--- config.mk ---
export PLATFORM = sky130hd
export DESIGN_NAME = fetch_unit
export DESIGN_NICKNAME = d
export VERILOG_FILES = /design/src/rtl/fetch_pkg.sv /design/src/rtl/branch_lut.sv /design/src/rtl/fetch_unit.sv
export SDC_FILE = /design/constraint.sdc
export NUM_CORES = 1
export LEC_CHECK = 0
export BUFFER_PORTS_ARGS = -buffer_cell sky130_fd_sc_hd__buf_2
export CAP_MARGIN = 20
export CORE_UTILIZATION = 62
export DETAILED_ROUTE_END_ITERATION = 7
export PLACE_DENSITY = 0.8
export RECOVER_POWER = 50
export SLEW_MARGIN = 20
export SYNTH_ARGS = -nofsm -noshare
export SYNTH_HDL_FRONTEND = slang
export SYNTH_HIERARCHICAL = 1
export SYNTH_SLANG_ARGS = --single-unit
--- constraint.sdc ---
create_clock -name i_clk -period 2.22 [get_ports i_clk]
set_clock_uncertainty 0.1 [all_clocks]
set_input_delay 0.111 -clock i_clk [delete_from_list [all_inputs] [get_ports i_clk]]
set_output_delay 0.111 -clock i_clk [all_outputs]
set_load 0.03 [all_outputs]
--- src/rtl/fetch_pkg.sv ---
// Shared types and constants for the instruction-fetch stage.
package fetch_pkg;

    localparam int unsigned LUT_DEPTH = 32;
    localparam int unsigned LUT_IDX_W = 5;

    // R-type with an undefined funct: decode treats it as a no-op.
    localparam logic [8:0] DEFAULT_HALT_CODE = 9'h0FF;

    typedef enum logic [1:0] {
        IDLE = 2'd0,
        RUN  = 2'd1,
        DONE = 2'd2
    } fetch_state_t;

endpackage

--- src/rtl/branch_lut.sv ---
// Branch-target lookup table: LUT_DEPTH x PC_W registers, one synchronous
// write port, one combinational read port, synchronously cleared on reset.
module branch_lut
    import fetch_pkg::*;
#(
    parameter int unsigned PC_W = 10
) (
    input  logic                 i_clk,
    input  logic                 i_reset,
    input  logic                 i_we,
    input  logic [LUT_IDX_W-1:0] i_waddr,
    input  logic [PC_W-1:0]      i_wdata,
    input  logic [LUT_IDX_W-1:0] i_raddr,
    output logic [PC_W-1:0]      o_rdata
);

    logic [PC_W-1:0] r_mem [LUT_DEPTH];

    // Table storage: clear every entry on reset, otherwise single-port write.
    always_ff @(posedge i_clk) begin
        if (i_reset) begin
            for (int i = 0; i < int'(LUT_DEPTH); i++) begin
                r_mem[i] <= '0;
            end
        end else if (i_we) begin
            r_mem[i_waddr] <= i_wdata;
        end
    end

    // Combinational read so a branch redirects with zero bubbles.
    always_comb begin
        o_rdata = r_mem[i_raddr];
    end

endmodule

--- src/rtl/fetch_unit.sv ---
// Instruction-fetch stage: program counter, start/done handshake and
// branch redirection through branch_lut.
// Optional build macro FETCH_PERF_EN adds saturating RUN-cycle and
// taken-branch counters (o_cycleCount, o_branchCount).
module fetch_unit
    import fetch_pkg::*;
#(
    parameter int unsigned PC_W      = 10,
    parameter logic [8:0]  HALT_CODE = DEFAULT_HALT_CODE
) (
    input  logic                 i_clk,
    input  logic                 i_reset,
    input  logic                 i_start,
    input  logic                 i_stall,
    input  logic                 i_branchEnable,
    input  logic [LUT_IDX_W-1:0] i_lutIndex,
    input  logic [8:0]           i_instrIn,
    input  logic                 i_lutWe,
    input  logic [LUT_IDX_W-1:0] i_lutWaddr,
    input  logic [PC_W-1:0]      i_lutWdata,
    output logic [PC_W-1:0]      o_pc,
    output logic [8:0]           o_instrOut,
    output logic                 o_running,
    output logic                 o_done
`ifdef FETCH_PERF_EN
    ,
    output logic [15:0]          o_cycleCount,
    output logic [15:0]          o_branchCount
`endif
);

    localparam logic [PC_W-1:0] PC_LAST = {PC_W{1'b1}};
    localparam logic [PC_W-1:0] PC_ONE  = {{(PC_W-1){1'b0}}, 1'b1};

    fetch_state_t    r_state;
    fetch_state_t    w_state_next;
    logic [PC_W-1:0] r_pc;
    logic [PC_W-1:0] w_pc_next;
    logic [PC_W-1:0] w_lut_target;
    logic            w_in_run;
    logic            w_halt;
    logic            w_at_last;
    logic            w_advance;
    logic            w_take_branch;
    logic            w_start_acc;
    logic            w_lut_we;

    // Qualifiers shared by the FSM, PC datapath and counters.
    always_comb begin
        w_in_run      = (r_state == RUN);
        w_halt        = (i_instrIn == HALT_CODE);
        w_at_last     = (r_pc == PC_LAST);
        // A RUN cycle that actually moves the PC (or ends the program).
        w_advance     = w_in_run && !i_stall && !w_halt;
        w_take_branch = w_advance && i_branchEnable;
        w_start_acc   = i_start && !w_in_run;
        // The table is frozen while a program runs.
        w_lut_we      = i_lutWe && !w_in_run;
    end

    branch_lut #(
        .PC_W (PC_W)
    ) u_branch_lut (
        .i_clk   (i_clk),
        .i_reset (i_reset),
        .i_we    (w_lut_we),
        .i_waddr (i_lutWaddr),
        .i_wdata (i_lutWdata),
        .i_raddr (i_lutIndex),
        .o_rdata (w_lut_target)
    );

    // FSM state register.
    always_ff @(posedge i_clk) begin
        if (i_reset) begin
            r_state <= IDLE;
        end else begin
            r_state <= w_state_next;
        end
    end

    // FSM next-state: halt beats end-of-memory; a branch at the last address
    // still redirects instead of finishing.
    always_comb begin
        w_state_next = r_state;
        unique case (r_state)
            IDLE: begin
                if (i_start) begin
                    w_state_next = RUN;
                end
            end
            RUN: begin
                if (!i_stall) begin
                    if (w_halt || (w_at_last && !i_branchEnable)) begin
                        w_state_next = DONE;
                    end
                end
            end
            DONE: begin
                if (i_start) begin
                    w_state_next = RUN;
                end
            end
            default: w_state_next = IDLE;
        endcase
    end

    // FSM outputs: decode only ever sees a real instruction while running.
    always_comb begin
        o_running  = w_in_run;
        o_done     = (r_state == DONE);
        o_instrOut = w_in_run ? i_instrIn : 9'h000;
    end

    // Next-PC selection; the last address never wraps back to 0.
    always_comb begin
        w_pc_next = r_pc;
        unique case (r_state)
            IDLE: w_pc_next = '0;
            RUN: begin
                if (w_take_branch) begin
                    w_pc_next = w_lut_target;
                end else if (w_advance && !w_at_last) begin
                    w_pc_next = r_pc + PC_ONE;
                end
            end
            DONE: begin
                if (i_start) begin
                    w_pc_next = '0;
                end
            end
            default: w_pc_next = '0;
        endcase
    end

    // Program counter register.
    always_ff @(posedge i_clk) begin
        if (i_reset) begin
            r_pc <= '0;
        end else begin
            r_pc <= w_pc_next;
        end
    end

    always_comb begin
        o_pc = r_pc;
    end

`ifdef FETCH_PERF_EN
    logic [15:0] r_cycle_count;
    logic [15:0] r_branch_count;

    // Saturating performance counters, restarted with each accepted start.
    always_ff @(posedge i_clk) begin
        if (i_reset || w_start_acc) begin
            r_cycle_count  <= '0;
            r_branch_count <= '0;
        end else begin
            if (w_in_run && (r_cycle_count != 16'hFFFF)) begin
                r_cycle_count <= r_cycle_count + 16'd1;
            end
            if (w_take_branch && (r_branch_count != 16'hFFFF)) begin
                r_branch_count <= r_branch_count + 16'd1;
            end
        end
    end

    always_comb begin
        o_cycleCount  = r_cycle_count;
        o_branchCount = r_branch_count;
    end
`endif

endmodule

# Word level (Yosys, flattened, before mapping)
# Memories as Yosys holds them, arrays and structs flattened.
# Index checks and enable logic that the tools add are counted.
# word_totals
ff_bits,12
latch_bits,0
ramBits,320
mem_bits_ro,0
input_bits,35
out_inout_bits,21
n_memories,1
# mem_list
memory,depth,width,rd,rd_clocked_by_memory_dff,wr,line_no,rtl
u_branch_lut.r_mem,32,10,1,0,32,branch_lut.sv:17,logic [PC_W-1:0] r_mem [LUT_DEPTH];
# op_classes
addsub,1
n_mul,0
div_mod_pow,0
order_cmp,0
n_eq_ne,9
shifts,0
n_mux,17
bitwise_logic,0
reduce_logical,17
# ops
op,count
$mux W10,4
$pmux W10 S2,1
$add A10 B1 Y10 const B,1
$eq A10 B10 Y1 const B,1
$reduce_or A10 Y1,1
$eq A9 B8 Y1 const B,1
$mux W9,1
$logic_and A1 B1 Y1,6
$mux W1,6
$mux W2,3
$logic_not A1 Y1,5
$mux W5,1
$ne A2 B1 Y1 const B,2
$ne A2 B2 Y1 const B,2
$pmux W2 S2,1
$ne A3 B1 Y1 const B,1
$reduce_and A3 Y1,1
$eq A2 B1 Y1 const B,1
$eq A2 B2 Y1 const B,1
$logic_not A2 Y1,1
$reduce_and A2 Y1,1
$reduce_or A2 Y1,1
$logic_or A1 B1 Y1,1

# Logic depth before layout (Yosys ltp)
# Gate-level depths: netlist of the first run.
# logic_depth
depth_word,8
depth_mapped,9
mapped_depth_nobuf,7

# Cells and area by module
# The synthesis of the first run kept the hierarchy.
# modules_own_cells
module,n_inst,cells_each,area_each_um2,seq_area_each_um2
branch_lut,1,1143,15240.9,9609.2
fetch_unit,1,111,869.6,240.2

# Worst setup path before layout of the first run
# OpenSTA, ideal clock, no wires.
# synth_path
kind,register -> register
start,"reg r_pc[0], in the netlist o_pc[0]"
end,"reg r_pc[5], in the netlist o_pc[5]"
arrival_time_ns,1.952
setup_slack_ns,0.094
path_stages_with_launch,7
period_less_slack_ns,2.126
path_cell_list,dfxtp_1 > ha_1 > nand3_2 > or4_4 > a31oi_4 > a21oi_1 > o22ai_2
# synth_between
elab_chain_len,5
# synth_lines
element,line_no,rtl
start: declaration,fetch_unit.sv:37,logic [PC_W-1:0] r_pc;
start signal: assignment,fetch_unit.sv:141,r_pc <= w_pc_next;
"parallel branches: the longest is 5 deep, another holds $add A10 B1 Y10",n/a,
# Parallel ways; which one is timed is not known. The select of a mux whose other input is x is not followed.
# A chain may end at the register's enable or synchronous reset.

# Worst setup path in the final report of the first run
# layout_path
start,"reg r_pc[0], in the netlist o_pc[0]"
end,"reg r_pc[4], in the netlist o_pc[4]"
# Same word-level chain as after synthesis.

==> report_table.html, run 1 <==
<table>
<tr><th>Metric</th><th>Value</th></tr>
<tr><th colspan="2">STA</th></tr>
<tr><td>Fmax</td><td>0.466 GHz</td></tr>
<tr><td>Final period demand of the worst path</td><td>2.15 ns</td></tr>
<tr><td>Final Slew Violations</td><td>0</td></tr>
<tr><td>Final setup violation count</td><td>0</td></tr>
<tr><td>Slew at the pin closest to its max-slew limit</td><td>0.861 ns</td></tr>
<tr><td>Post-route clock period utilization</td><td>96.7%</td></tr>
<tr><td>Final Hold Viols</td><td>0</td></tr>
<tr><td>Setup repair after global routing missed its margin</td><td>false</td></tr>
<tr><td>Rel. slew slack</td><td>42.6%</td></tr>
<tr><th colspan="2">Clock network</th></tr>
<tr><td>Worst-case clock buffer depth</td><td>3</td></tr>
<tr><td>Total clock sinks</td><td>332</td></tr>
<tr><td>CTS clock-pin slew for the worst setup and hold paths</td><td>0.06 ns</td></tr>
<tr><td>Clk_lat worst skew</td><td>0.51 ns</td></tr>
<tr><td>Clock Root Buffer</td><td>sky130_fd_sc_hd__clkbuf_16</td></tr>
<tr><td>TritonCTS clock tree</td><td>yes</td></tr>
<tr><td>Clock H-tree levels</td><td>2</td></tr>
<tr><td>Number of buffers created by CTS</td><td>36</td></tr>
<tr><th colspan="2">Critical path</th></tr>
<tr><td>Highest cell delay on the worst timing path</td><td>0.58 ns</td></tr>
<tr><td>Top fanout value on the critical path</td><td>10</td></tr>
<tr><td>Cell chain of the critical path</td><td>ha_1 -&gt; nand3_2 -&gt; or4_4 -&gt; a31oi_4 -&gt; a21oi_1 -&gt; o22ai_2</td></tr>
<tr><td>Standard cell with the maximum stage delay on the critical path</td><td>sky130_fd_sc_hd__or4_4</td></tr>
<tr><td>Number of buffer and inverter instances along the worst setup path</td><td>0</td></tr>
<tr><td>Data required time of the worst path</td><td>2.56 ns</td></tr>
<tr><td>Crit Path Category</td><td>flop to flop</td></tr>
<tr><td>Crit path DAT</td><td>2.48 ns</td></tr>
<tr><td>Critical path's top delay family</td><td>simple AND/OR/NAND/NOR gates</td></tr>
<tr><td>Category of the worst setup path launch point</td><td>flop</td></tr>
<tr><td>Critical path capture point type</td><td>flop</td></tr>
<tr><th colspan="2">Synthesis</th></tr>
<tr><td>Area share of the leading cell type in the synthesized netlist</td><td>59.6%</td></tr>
<tr><td>Number of warning messages in the yosys log</td><td>6</td></tr>
<tr><td>Synthesized instance count</td><td>1,254</td></tr>
<tr><td>Compound-gate portion of the synthesized area</td><td>5.50%</td></tr>
<tr><td>Per-instance average area after synthesis</td><td>12.8 um^2</td></tr>
<tr><td>Sequential share of the synthesized area</td><td>61.1%</td></tr>
<tr><td>Post-synthesis xor/xnor area fraction</td><td>0%</td></tr>
<tr><td>Multiplexer share of the synthesized area</td><td>10.0%</td></tr>
<tr><td>Dominant combinational cell family by area after synthesis</td><td>simple AND/OR/NAND/NOR gates</td></tr>
<tr><td>Leading cell types by total area after synthesis</td><td>sky130_fd_sc_hd__edfxtp_1 60%, sky130_fd_sc_hd__and2_1 12%, sky130_fd_sc_hd__mux2i_1 10%</td></tr>
<tr><td>Number of different library cells in the post-synthesis netlist</td><td>47</td></tr>
<tr><td>Post-Synth Adder-Cell Area</td><td>0.0777%</td></tr>
<tr><td>Post-synthesis sequential element count</td><td>332</td></tr>
<tr><td>Post-Synthesis Cell Area</td><td>0.0161 mm^2</td></tr>
<tr><td>Area share of and/or/nand/nor cells after synthesis</td><td>19.5%</td></tr>
<tr><td>Total nets after synthesis</td><td>1,290</td></tr>
<tr><td>Cell type with the largest total area after synthesis</td><td>sky130_fd_sc_hd__edfxtp_1</td></tr>
<tr><th colspan="2">Power and ir drop</th></tr>
<tr><td>Net switching power figure</td><td>0.00310 W</td></tr>
<tr><td>Max VDD drop</td><td>0.640 mV</td></tr>
<tr><td>Sequential share of power</td><td>51.5%</td></tr>
<tr><td>Clock power frac</td><td>40.7%</td></tr>
<tr><td>Fraction of power spent switching nets</td><td>22.2%</td></tr>
<tr><td>Leak Pwr</td><td>6.78 nW</td></tr>
<tr><td>Combinational share of power</td><td>7.9%</td></tr>
<tr><td>Internal power consumption</td><td>0.0109 W</td></tr>
<tr><td>PwrDens</td><td>782 mW/mm^2</td></tr>
<tr><th colspan="2">Cells and area</th></tr>
<tr><td>Proportion of layout cells with a drive suffix above 1</td><td>15.1%</td></tr>
<tr><td>Commonest non-fill, non-tap cell in the layout</td><td>sky130_fd_sc_hd__edfxtp_1</td></tr>
<tr><td>Fraction of the core area covered by cells at the end of the flow</td><td>70.6%</td></tr>
<tr><td>Net total in the final layout</td><td>1,344</td></tr>
<tr><td>Area of all placed cells without fillers</td><td>0.0179 mm^2</td></tr>
<tr><td>Number of inserted diodes</td><td>0</td></tr>
<tr><td>P&amp;R area growth vs syn</td><td>10.9%</td></tr>
<tr><td>Commonest cells after routing, fill and taps aside</td><td>320 x sky130_fd_sc_hd__edfxtp_1, 186 x sky130_fd_sc_hd__and2_1, 161 x sky130_fd_sc_hd__mux2i_1</td></tr>
<tr><th colspan="2">Placement</th></tr>
<tr><td>RePlAce Congestion</td><td>0.895</td></tr>
<tr><td>Post-DP Area</td><td>0.0169 mm^2</td></tr>
<tr><td>Number of buffer cells added on primary ports</td><td>55</td></tr>
<tr><td>Detailed-placement wirelength estimate</td><td>24,800 um</td></tr>
<tr><th colspan="2">Route</th></tr>
<tr><td>Post-DRT Antenna Nets</td><td>0</td></tr>
<tr><td>DR WL/cell</td><td>23.5 um</td></tr>
<tr><td>Aggregate routed wire length</td><td>39,100 um</td></tr>
<tr><td>Total via count after detailed routing</td><td>10,226</td></tr>
<tr><td>DR DRC count</td><td>0</td></tr>
<tr><td>Vias per std cell</td><td>6.15</td></tr>
<tr><td>Starting DRT DRC Count</td><td>1,301</td></tr>
<tr><td>Count of TritonRoute iterations in the first routing pass</td><td>6</td></tr>
<tr><th colspan="2">Die</th></tr>
<tr><td>Number of placement rows</td><td>58</td></tr>
<tr><td>Count of boundary I/O pins</td><td>56</td></tr>
<tr><td>Die boundary width</td><td>163 um</td></tr>
<tr><td>Effective utilization at floorplan</td><td>63.6%</td></tr>
<tr><td>Area of the die</td><td>0.0266 mm^2</td></tr>
<tr><td>Height of the die</td><td>163 um</td></tr>
<tr><td>CORE AREA</td><td>0.0253 mm^2</td></tr>
<tr><th colspan="2">GRT</th></tr>
<tr><td>Pin count of the biggest net entering global routing</td><td>41</td></tr>
<tr><td>Antenna violations before repair</td><td>0</td></tr>
<tr><td>Vias in the first global route</td><td>10,109</td></tr>
<tr><td>First-pass GRT wire length</td><td>58,900 um</td></tr>
<tr><td>Congestion Overflow GR</td><td>0</td></tr>
<tr><td>Total routing resource utilization after global routing</td><td>30.2%</td></tr>
<tr><th colspan="2">Job</th></tr>
<tr><td>Max-cap violation count</td><td>0</td></tr>
<tr><th colspan="2">Hold path</th></tr>
<tr><td>Hold Crit Class</td><td>primary input to flop</td></tr>
<tr><th colspan="2">Outcome</th></tr>
<tr><td>Result of the run</td><td>completed</td></tr>
</table>
-- routing by layer --
metal	global-route usage, %	share of wire (%)
met2	48.6	48
met3	5.00	8.2
met5	0	0
met4	11.3	2.8
met1	41.4	41
-- registers in the layout (all words and copies together), names as in the netlist --
name / flops
u_branch_lut/r_mem: 320
o_pc: 10
r_state: 2
-- power groups by stage --
| stage | registers, W | logic (W) | clock network (W) |
|---|---|---|---|
| after floorplan | 0.00727 | 0.000678 | 0 |
| after global routing | 0.00720 | 0.00116 | 0.00598 |
| final | 0.00719 | 0.00110 | 0.00569 |
| after CTS | 0.00719 | 0.00109 | 0.00573 |
| after global placement | 0.00731 | 0.00105 | 0 |
| after detailed placement | 0.00732 | 0.00108 | 0 |
-- cell families after synthesis --
kind of cell    Yosys count
fa+ha+maj                 1
flops                   332
buf+inv                 119
simple gates            517
mux                     161
compound gates          124
-- synthesized netlist by cell type, drive strengths merged --
cell	count
or4	1
dfxtp	12
edfxtp	320
nand3	25
and2	331
o311ai	1
or2b	1
clkbuf	69
nand2b	5
a22o	20
nor3	19
buf	41
o311a	1
and3	1
inv	9
or3b	2
nor4	2
nand2	27
nor3b	2
nand3b	4
and4	1
nor2	39
nor2b	5
ha	1
o21ai	6
a22oi	40
nand4	14
or2	33
or3	4
and2b	1
mux2i	161
a21oi	38
a31oi	11
o22ai	7
-- final timing paths --
check / from / to / slack (ns) / cells past startpoint
setup / recovery: o_pc[0] / o_pc[4] / 0.07 / 6
hold / removal: i_instrIn[7] / o_pc[8] / 0.18 / 6
setup reg to reg: o_pc[0] / o_pc[4] / 0.07 / 6
hold reg to reg: o_pc[1] / o_pc[1] / 0.42 / 2
-- layout make-up --
type / instances / area [um^2]
Clock inverter: 13 / 131
Sequential cell: 332 / 9850
Timing Repair Buffer: 126 / 835
Fill cell: 1785 / 7450
Clock buffer: 50 / 975
Inverter: 9 / 33.8
Tap cell: 330 / 413
Multi-Input combinational cell: 803 / 5640
-- worst min-delay path: cells and delay by family --
| family | cells | cell delay (ns) |
|---|---|---|
| AO/OA/AOI/OAI | 3 | 0.28 |
| buffers and inverters | 1 | 0.11 |
| AND/OR/NAND/NOR | 2 | 0.26 |
-- through the flow --
stage	hold slack, ns	cells	TNS, ns	total power [W]	worst slack, ns
2_1_floorplan	0.0801	1254	0	0.00795	0.0941
3_3_place_gp	0.294	1596	0	0.00836	0.119
3_5_place_dp	0.302	1596	-0.0368	0.00839	-0.00385
4_1_cts	0.155	1663	0	0.0140	0.0440
5_1_grt	0.247	1663	0	0.0143	0.000377
6_report	0.176	1663	0	0.0140	0.0730
-- timing repair --
action                                 4_1_cts  5_1_grt
hold buffers                                 4        0
setup endpoints to repair                   60      178
endpoints found under the hold margin        5        0
buffers inserted                             0        0
resized for setup                            1        3
cloned                                       0        0
Power figures use the tool's default switching activity.
==> inputs of run 2 (changes only) <==
RECOVER_POWER = unset   (was 50)
==> run 2 against run 1 <==
Sequential power barely moved. Via count grew 0.46%. Critical path depth is the same. Global-route usage unchanged. Largest cell class unchanged. Register-to-register slack barely moved. Flip-flop and latch count stayed put. Core utilization up 0.57 points. Cell count unchanged. Power about the same. Design area grew 0.81%.
==> report_table.html, run 2 (synthesized netlist as in run 1, its figures left out) <==
<table>
<tr><th>Metric</th><th>Value</th></tr>
<tr><th colspan="2">Power and ir drop</th></tr>
<tr><td>PwrDens</td><td>775 mW/mm^2 (was 782 mW/mm^2)</td></tr>
<tr><td>Net switching power figure</td><td>0.00308 W (was 0.00310 W)</td></tr>
<tr><td>Clock power frac</td><td>40.6% (was 40.7%)</td></tr>
<tr><td>Max VDD drop</td><td>0.639 mV (was 0.640 mV)</td></tr>
<tr><td>Fraction of power spent switching nets</td><td>22.1% (was 22.2%)</td></tr>
<tr><td>Internal power consumption</td><td>0.0109 W (about the same)</td></tr>
<tr><td>Sequential share of power</td><td>51.5% (about the same)</td></tr>
<tr><td>Combinational share of power</td><td>7.9% (about the same)</td></tr>
<tr><td>Leak Pwr</td><td>7.07 nW (was 6.78 nW)</td></tr>
<tr><th colspan="2">Cells and area</th></tr>
<tr><td>Commonest cells after routing, fill and taps aside</td><td>320 x sky130_fd_sc_hd__edfxtp_1, 317 x sky130_fd_sc_hd__and2_1, 161 x sky130_fd_sc_hd__mux2i_1 (was 320 x sky130_fd_sc_hd__edfxtp_1, 186 x sky130_fd_sc_hd__and2_1, 161 x sky130_fd_sc_hd__mux2i_1)</td></tr>
<tr><td>Flip-flop count of the largest register, all copies and words added</td><td>320 (unchanged)</td></tr>
<tr><td>Commonest non-fill, non-tap cell in the layout</td><td>sky130_fd_sc_hd__edfxtp_1 (unchanged)</td></tr>
<tr><td>P&amp;R area growth vs syn</td><td>11.8% (was 10.9%)</td></tr>
<tr><td>Largest register by flop count</td><td>u_branch_lut/r_mem (unchanged)</td></tr>
<tr><td>Footprint of the multi-input gates</td><td>0.00566 mm^2 (was 0.00564 mm^2)</td></tr>
<tr><td>Sequential standard cell area</td><td>0.00985 mm^2 (unchanged)</td></tr>
<tr><td>Net total in the final layout</td><td>1,344 (unchanged)</td></tr>
<tr><td>Number of fillers in the final layout</td><td>1,743 (was 1,785)</td></tr>
<tr><td>Proportion of layout cells with a drive suffix above 1</td><td>18.0% (was 15.1%)</td></tr>
<tr><td>Post-route insts no fill</td><td>1,663 (unchanged)</td></tr>
<tr><td>Number of inserted diodes</td><td>0 (unchanged)</td></tr>
<tr><th colspan="2">Route</th></tr>
<tr><td>Post-DRT Antenna Nets</td><td>0 (unchanged)</td></tr>
<tr><td>Count of TritonRoute iterations in the first routing pass</td><td>5 (was 6)</td></tr>
<tr><td>Total via count after detailed routing</td><td>10,273 (was 10,226)</td></tr>
<tr><td>Starting DRT DRC Count</td><td>1,170 (was 1,301)</td></tr>
<tr><td>Vias per std cell</td><td>6.18 (was 6.15)</td></tr>
<tr><td>DR DRC count</td><td>0 (unchanged)</td></tr>
<tr><td>DR WL/cell</td><td>23.5 um (about the same)</td></tr>
<tr><td>Aggregate routed wire length</td><td>39,100 um (about the same)</td></tr>
<tr><th colspan="2">STA</th></tr>
<tr><td>Rel. slew slack</td><td>43.7% (was 42.6%)</td></tr>
<tr><td>Final Slew Violations</td><td>0 (unchanged)</td></tr>
<tr><td>Slew at the pin closest to its max-slew limit</td><td>0.844 ns (was 0.861 ns)</td></tr>
<tr><td>Final setup violation count</td><td>0 (unchanged)</td></tr>
<tr><td>Setup TNS</td><td>0 ns (unchanged)</td></tr>
<tr><td>Final period demand of the worst path</td><td>2.14 ns (was 2.15 ns)</td></tr>
<tr><td>Setup repair after global routing missed its margin</td><td>false (unchanged)</td></tr>
<tr><td>Post-route clock period utilization</td><td>96.4% (was 96.7%)</td></tr>
<tr><td>Final Hold Viols</td><td>0 (unchanged)</td></tr>
<tr><td>Fmax</td><td>0.467 GHz (was 0.466 GHz)</td></tr>
<tr><th colspan="2">Clock network</th></tr>
<tr><td>CTS clock-pin slew for the worst setup and hold paths</td><td>0.06 ns (about the same)</td></tr>
<tr><td>TritonCTS clock tree</td><td>yes (unchanged)</td></tr>
<tr><td>Clk_lat worst skew</td><td>0.51 ns (about the same)</td></tr>
<tr><td>Number of buffers created by CTS</td><td>36 (unchanged)</td></tr>
<tr><td>Clock H-tree levels</td><td>2 (unchanged)</td></tr>
<tr><td>Clock Root Buffer</td><td>sky130_fd_sc_hd__clkbuf_16 (unchanged)</td></tr>
<tr><td>Post CTS Setup Buffer Count</td><td>0 (unchanged)</td></tr>
<tr><td>Worst-case clock buffer depth</td><td>3 (unchanged)</td></tr>
<tr><td>Total clock sinks</td><td>332 (unchanged)</td></tr>
<tr><th colspan="2">Die</th></tr>
<tr><td>Count of boundary I/O pins</td><td>56 (unchanged)</td></tr>
<tr><td>Height of the die</td><td>163 um (unchanged)</td></tr>
<tr><td>Die boundary width</td><td>163 um (unchanged)</td></tr>
<tr><td>Number of placement rows</td><td>58 (unchanged)</td></tr>
<tr><td>CORE AREA</td><td>0.0253 mm^2 (unchanged)</td></tr>
<tr><td>Effective utilization at floorplan</td><td>63.6% (unchanged)</td></tr>
<tr><td>Area of the die</td><td>0.0266 mm^2 (unchanged)</td></tr>
<tr><th colspan="2">Critical path</th></tr>
<tr><td>Crit Path Category</td><td>flop to flop (unchanged)</td></tr>
<tr><td>Worst setup path endpoint</td><td>o_pc[4] (unchanged)</td></tr>
<tr><td>Crit path DAT</td><td>2.48 ns (about the same)</td></tr>
<tr><td>Top fanout value on the critical path</td><td>10 (unchanged)</td></tr>
<tr><td>Cells on worst reg2reg path</td><td>6 (unchanged)</td></tr>
<tr><td>Reg-to-reg critical path endpoint</td><td>o_pc[4] (unchanged)</td></tr>
<tr><td>Slack of the worst reg-to-reg path</td><td>0.08 ns (was 0.07 ns)</td></tr>
<tr><td>Category of the worst setup path launch point</td><td>flop (unchanged)</td></tr>
<tr><td>Critical Path Source</td><td>o_pc[0] (unchanged)</td></tr>
<tr><td>Reg-to-reg critical path startpoint</td><td>o_pc[0] (unchanged)</td></tr>
<tr><td>Critical path capture point type</td><td>flop (unchanged)</td></tr>
<tr><td>Data required time of the worst path</td><td>2.56 ns (about the same)</td></tr>
<tr><th colspan="2">GRT</th></tr>
<tr><td>Antenna violations before repair</td><td>0 (unchanged)</td></tr>
<tr><td>Total routing resource utilization after global routing</td><td>30.2% (unchanged)</td></tr>
<tr><td>First-pass GRT wire length</td><td>58,900 um (unchanged)</td></tr>
<tr><td>Vias in the first global route</td><td>10,109 (unchanged)</td></tr>
<tr><td>Pin count of the biggest net entering global routing</td><td>41 (unchanged)</td></tr>
<tr><td>Congestion Overflow GR</td><td>0 (unchanged)</td></tr>
<tr><th colspan="2">Placement</th></tr>
<tr><td>Placed cell count</td><td>1,596 (unchanged)</td></tr>
<tr><td>Number of buffer cells added on primary ports</td><td>55 (unchanged)</td></tr>
<tr><td>Detailed-placement wirelength estimate</td><td>24,800 um (unchanged)</td></tr>
<tr><td>RePlAce Congestion</td><td>0.895 (unchanged)</td></tr>
<tr><th colspan="2">Hold path</th></tr>
<tr><td>Hold Crit Class</td><td>primary input to flop (unchanged)</td></tr>
<tr><th colspan="2">Outcome</th></tr>
<tr><td>Result of the run</td><td>completed (unchanged)</td></tr>
<tr><th colspan="2">Job</th></tr>
<tr><td>Max-cap violation count</td><td>0 (unchanged)</td></tr>
</table>
-- run 2: metal layers --
metal	vias to the layer above	track usage (%)	routed length (um)
met5	-	0	0
met4	0	11.3	1170
met3	74	5.00	3300
met2	522	48.6	18800
met1	5081	41.4	15900
li1	4596	-	-
-- run 2: timing repair --
action	CTS	global route
hold buffers	4	0
hold endpoints to repair	5	0
resized for setup	1	3
endpoints found under the setup margin	60	178
-- run 2: power by group through the flow --
| stage | sequential, W | clock (W) | combinational (W) |
|---|---|---|---|
| after detailed placement | 0.00732 | 0 | 0.00108 |
| final | 0.00719 | 0.00567 | 0.00110 |
| after global routing | 0.00720 | 0.00598 | 0.00117 |
| after CTS | 0.00719 | 0.00573 | 0.00109 |
| after global placement | 0.00731 | 0 | 0.00105 |
| after floorplan | 0.00727 | 0 | 0.000678 |
-- run 2: stage by stage --
| stage | power (W) | utilization, % | area, um^2 | setup WS, ns | hold slack (ns) |
|---|---|---|---|---|---|
| after floorplan | 0.00795 | - | 16100 | 0.0941 | 0.0801 |
| after global placement | 0.00836 | 66.6 | 16900 | 0.119 | 0.294 |
| after detailed placement | 0.00839 | 66.6 | 16900 | -0.00385 | 0.302 |
| after CTS | 0.0140 | 71.1 | 18000 | 0.0440 | 0.155 |
| after global routing | 0.0144 | 71.1 | 18000 | 0.000605 | 0.247 |
| final | 0.0140 | 71.1 | 18000 | 0.0802 | 0.175 |
-- run 2: layout make-up --
class,count,share of cell area (%)
Clock buffer,50,5.41
Clock inverter,13,0.729
Inverter,9,0.187
Multi-Input combinational cell,803,31.4
Sequential cell,332,54.7
Tap cell,330,2.29
Timing Repair Buffer,126,5.28
-- run 2: critical path, cell delays in order (launching register included) --
cell and delay, ns:
sky130_fd_sc_hd__dfxtp_1 0.41, sky130_fd_sc_hd__ha_1 0.22, sky130_fd_sc_hd__nand3_2 0.15, sky130_fd_sc_hd__or4_4 0.58, sky130_fd_sc_hd__a31oi_4 0.35, sky130_fd_sc_hd__a21oi_1 0.10
sky130_fd_sc_hd__o22ai_2 0.15
-- run 2: worst min path at each step --
stage,depth (start not counted),slack (ns),start,endpoint
2_1_floorplan,1,0.08,i_reset,r_state[0]
3_3_place_gp,3,0.29,i_start,r_state[0]
3_5_place_dp,3,0.30,i_start,r_state[0]
4_1_cts,6,0.16,i_instrIn[7],o_pc[8]
5_1_grt,6,0.25,i_instrIn[7],r_state[1]
6_report,6,0.17,i_instrIn[0],r_state[1]
==> inputs of run 3 (changes only) <==
CORE_UTILIZATION = 40   (was 62)
PLACE_DENSITY = unset   (was 0.8)
==> run 3 against run 2 <==
Critical path depth unchanged. Worst hold slack got worse by 0.12 ns. Power increased by 0.87%. Routed wire length increased by 6.6%. Core utilization decreased by 25 points. Via count decreased by 3.1%. Die area increased by 54%. Largest cell class unchanged. Maximum frequency increased by 3.0%. Combinational power increased by 5%.
==> report_table.html, run 3 (synthesized netlist as in run 1, its figures left out) <==
<table>
<tr><th>Metric</th><th>Value</th></tr>
<tr><th colspan="2">Cells and area</th></tr>
<tr><td>Net total in the final layout</td><td>1,375 (was 1,344)</td></tr>
<tr><td>Proportion of layout cells with a drive suffix above 1</td><td>20.3% (was 18.0%)</td></tr>
<tr><td>Commonest non-fill, non-tap cell in the layout</td><td>sky130_fd_sc_hd__edfxtp_1 (unchanged)</td></tr>
<tr><td>Number of inserted diodes</td><td>0 (unchanged)</td></tr>
<tr><td>Area of all placed cells without fillers</td><td>0.0185 mm^2 (was 0.0180 mm^2)</td></tr>
<tr><td>Number of fillers in the final layout</td><td>3,529 (was 1,743)</td></tr>
<tr><td>Fraction of the core area covered by cells at the end of the flow</td><td>46.6% (was 71.1%)</td></tr>
<tr><td>Largest register by flop count</td><td>u_branch_lut/r_mem (unchanged)</td></tr>
<tr><td>Commonest cells after routing, fill and taps aside</td><td>320 x sky130_fd_sc_hd__edfxtp_1, 317 x sky130_fd_sc_hd__and2_1, 161 x sky130_fd_sc_hd__mux2i_1 (unchanged)</td></tr>
<tr><td>Flip-flop count of the largest register, all copies and words added</td><td>320 (unchanged)</td></tr>
<tr><td>P&amp;R area growth vs syn</td><td>14.8% (was 11.8%)</td></tr>
<tr><th colspan="2">Route</th></tr>
<tr><td>Total via count after detailed routing</td><td>9,957 (was 10,273)</td></tr>
<tr><td>Vias per std cell</td><td>5.26 (was 6.18)</td></tr>
<tr><td>Post-DRT Antenna Nets</td><td>0 (unchanged)</td></tr>
<tr><td>Starting DRT DRC Count</td><td>772 (was 1,170)</td></tr>
<tr><td>Aggregate routed wire length</td><td>41,700 um (was 39,100 um)</td></tr>
<tr><td>DR WL/cell</td><td>22.0 um (was 23.5 um)</td></tr>
<tr><td>DR DRC count</td><td>0 (unchanged)</td></tr>
<tr><td>Count of TritonRoute iterations in the first routing pass</td><td>5 (unchanged)</td></tr>
<tr><th colspan="2">STA</th></tr>
<tr><td>Slew at the pin closest to its max-slew limit</td><td>0.822 ns (was 0.844 ns)</td></tr>
<tr><td>Setup TNS</td><td>0 ns (unchanged)</td></tr>
<tr><td>Final Hold Viols</td><td>0 (unchanged)</td></tr>
<tr><td>Setup repair after global routing missed its margin</td><td>false (unchanged)</td></tr>
<tr><td>Setup slack of the critical path after layout</td><td>0.142 ns (was 0.0802 ns)</td></tr>
<tr><td>Final setup violation count</td><td>0 (unchanged)</td></tr>
<tr><td>Post-route clock period utilization</td><td>93.6% (was 96.4%)</td></tr>
<tr><td>Final period demand of the worst path</td><td>2.08 ns (was 2.14 ns)</td></tr>
<tr><td>Fmax</td><td>0.481 GHz (was 0.467 GHz)</td></tr>
<tr><td>Final Slew Violations</td><td>0 (unchanged)</td></tr>
<tr><td>Rel. slew slack</td><td>45.2% (was 43.7%)</td></tr>
<tr><th colspan="2">Critical path</th></tr>
<tr><td>Highest cell delay on the worst timing path</td><td>0.56 ns (was 0.58 ns)</td></tr>
<tr><td>Data required time of the worst path</td><td>2.57 ns (was 2.56 ns)</td></tr>
<tr><td>Number of buffer and inverter instances along the worst setup path</td><td>0 (unchanged)</td></tr>
<tr><td>Category of the worst setup path launch point</td><td>flop (unchanged)</td></tr>
<tr><td>Cell chain of the critical path</td><td>ha_1 -&gt; nand3_2 -&gt; or4_4 -&gt; a31oi_4 -&gt; a21oi_1 -&gt; o22ai_2 (unchanged)</td></tr>
<tr><td>Critical path capture point type</td><td>flop (unchanged)</td></tr>
<tr><td>Standard cell with the maximum stage delay on the critical path</td><td>sky130_fd_sc_hd__or4_4 (unchanged)</td></tr>
<tr><td>Crit Path Category</td><td>flop to flop (unchanged)</td></tr>
<tr><td>Top fanout value on the critical path</td><td>10 (unchanged)</td></tr>
<tr><td>Crit path DAT</td><td>2.43 ns (was 2.48 ns)</td></tr>
<tr><td>Critical path's top delay family</td><td>simple AND/OR/NAND/NOR gates (unchanged)</td></tr>
<tr><th colspan="2">Power and ir drop</th></tr>
<tr><td>Leak Pwr</td><td>7.23 nW (was 7.07 nW)</td></tr>
<tr><td>Max VDD drop</td><td>0.583 mV (was 0.639 mV)</td></tr>
<tr><td>PwrDens</td><td>761 mW/mm^2 (was 775 mW/mm^2)</td></tr>
<tr><th colspan="2">Die</th></tr>
<tr><td>Effective utilization at floorplan</td><td>40.5% (was 63.6%)</td></tr>
<tr><td>Count of boundary I/O pins</td><td>56 (unchanged)</td></tr>
<tr><td>Number of placement rows</td><td>73 (was 58)</td></tr>
<tr><td>Area of the die</td><td>0.0411 mm^2 (was 0.0266 mm^2)</td></tr>
<tr><td>Height of the die</td><td>203 um (was 163 um)</td></tr>
<tr><td>Die boundary width</td><td>203 um (was 163 um)</td></tr>
<tr><td>CORE AREA</td><td>0.0397 mm^2 (was 0.0253 mm^2)</td></tr>
<tr><th colspan="2">GRT</th></tr>
<tr><td>Congestion Overflow GR</td><td>0 (unchanged)</td></tr>
<tr><td>Antenna violations before repair</td><td>0 (unchanged)</td></tr>
<tr><td>First-pass GRT wire length</td><td>62,500 um (was 58,900 um)</td></tr>
<tr><td>Total routing resource utilization after global routing</td><td>20.6% (was 30.2%)</td></tr>
<tr><td>Vias in the first global route</td><td>10,048 (was 10,109)</td></tr>
<tr><td>Pin count of the biggest net entering global routing</td><td>35 (was 41)</td></tr>
<tr><th colspan="2">Clock network</th></tr>
<tr><td>Clock H-tree levels</td><td>2 (unchanged)</td></tr>
<tr><td>TritonCTS clock tree</td><td>yes (unchanged)</td></tr>
<tr><td>Total clock sinks</td><td>332 (unchanged)</td></tr>
<tr><td>CTS clock-pin slew for the worst setup and hold paths</td><td>0.06 ns (about the same)</td></tr>
<tr><td>Clock Root Buffer</td><td>sky130_fd_sc_hd__clkbuf_16 (unchanged)</td></tr>
<tr><td>Worst-case clock buffer depth</td><td>3 (unchanged)</td></tr>
<tr><td>Clk_lat worst skew</td><td>0.53 ns (was 0.51 ns)</td></tr>
<tr><td>Number of buffers created by CTS</td><td>38 (was 36)</td></tr>
<tr><td>Post CTS Setup Buffer Count</td><td>0 (unchanged)</td></tr>
<tr><th colspan="2">Placement</th></tr>
<tr><td>Number of buffer cells added on primary ports</td><td>55 (unchanged)</td></tr>
<tr><td>Detailed-placement wirelength estimate</td><td>28,200 um (was 24,800 um)</td></tr>
<tr><td>RePlAce Congestion</td><td>0.846 (was 0.895)</td></tr>
<tr><td>Post-Place Setup Slack</td><td>0.102 ns (was -0.00385 ns)</td></tr>
<tr><td>Post-DP Area</td><td>0.0173 mm^2 (was 0.0169 mm^2)</td></tr>
<tr><th colspan="2">Hold path</th></tr>
<tr><td>Hold Crit Class</td><td>primary input to flop (unchanged)</td></tr>
<tr><th colspan="2">Job</th></tr>
<tr><td>Max-cap violation count</td><td>0 (unchanged)</td></tr>
<tr><th colspan="2">Outcome</th></tr>
<tr><td>Result of the run</td><td>completed (unchanged)</td></tr>
</table>
[run 3: cell count changes in the layout (fill, tap and decap cells not counted), sizes merged]
cell / previous run / this run
buf: 121 / 150
clkinv: 10 / 20
bufinv: 3 / 1
clkbuf: 51 / 46
inv: 9 / 11
clkinvlp: 0 / 1
[run 3: path summary, 6_finish.rpt]
kind	slack (ns)	cells after the start	startpoint	endpoint
worst max-delay path	0.14	6	o_pc[1]	o_pc[5]
worst min-delay path	0.05	2	i_lutWdata[0]	u_branch_lut/r_mem[31][0]
worst max register to register	0.14	6	o_pc[1]	o_pc[5]
worst min register to register	0.43	2	o_pc[9]	o_pc[9]
[run 3: layout make-up]
class / count / area [um^2] / area share [%]
inverters: 9 / 33.8 / 0.183
clock buffers: 45 / 977 / 5.28
clock inverters: 24 / 159 / 0.859
well taps: 525 / 657 / 3.55
repair buffers: 155 / 1140 / 6.19
flip-flops and latches: 332 / 9850 / 53.2
multi-input cells: 803 / 5680 / 30.7
[run 3: through the flow]
stage,std cells,hold slack [ns],total power (W)
2_1_floorplan,1254,0.0801,0.00795
3_3_place_gp,1820,0.305,0.00844
3_5_place_dp,1820,0.312,0.00846
4_1_cts,1893,0.0416,0.0142
5_1_grt,1893,0.0610,0.0145
6_report,1893,0.0507,0.0141
[run 3: routing by layer]
metal | share of wire (%) | GRT usage, % | vias to the layer above
li1 | - | - | 4664
met1 | 45 | 28.3 | 4888
met2 | 47 | 33.4 | 324
met3 | 5.2 | 2.86 | 81
met4 | 3.0 | 6.98 | 0
met5 | 0 | 0 | -
[run 3: power breakdown]
part | total (W) | switching [W] | internal (W)
Sequential | 0.00718 | 0.0000846 | 0.00710
Combinational | 0.00115 | 0.000747 | 0.000403
Clock | 0.00575 | 0.00247 | 0.00328
Total | 0.0141 | 0.00331 | 0.0108
[run 3: timing repair]
action                                  in CTS  in global routing
hold buffers                                 4                  0
gates resized for setup                      0                  9
endpoints found under the setup margin       0                 76
endpoints found under the hold margin        5                  0
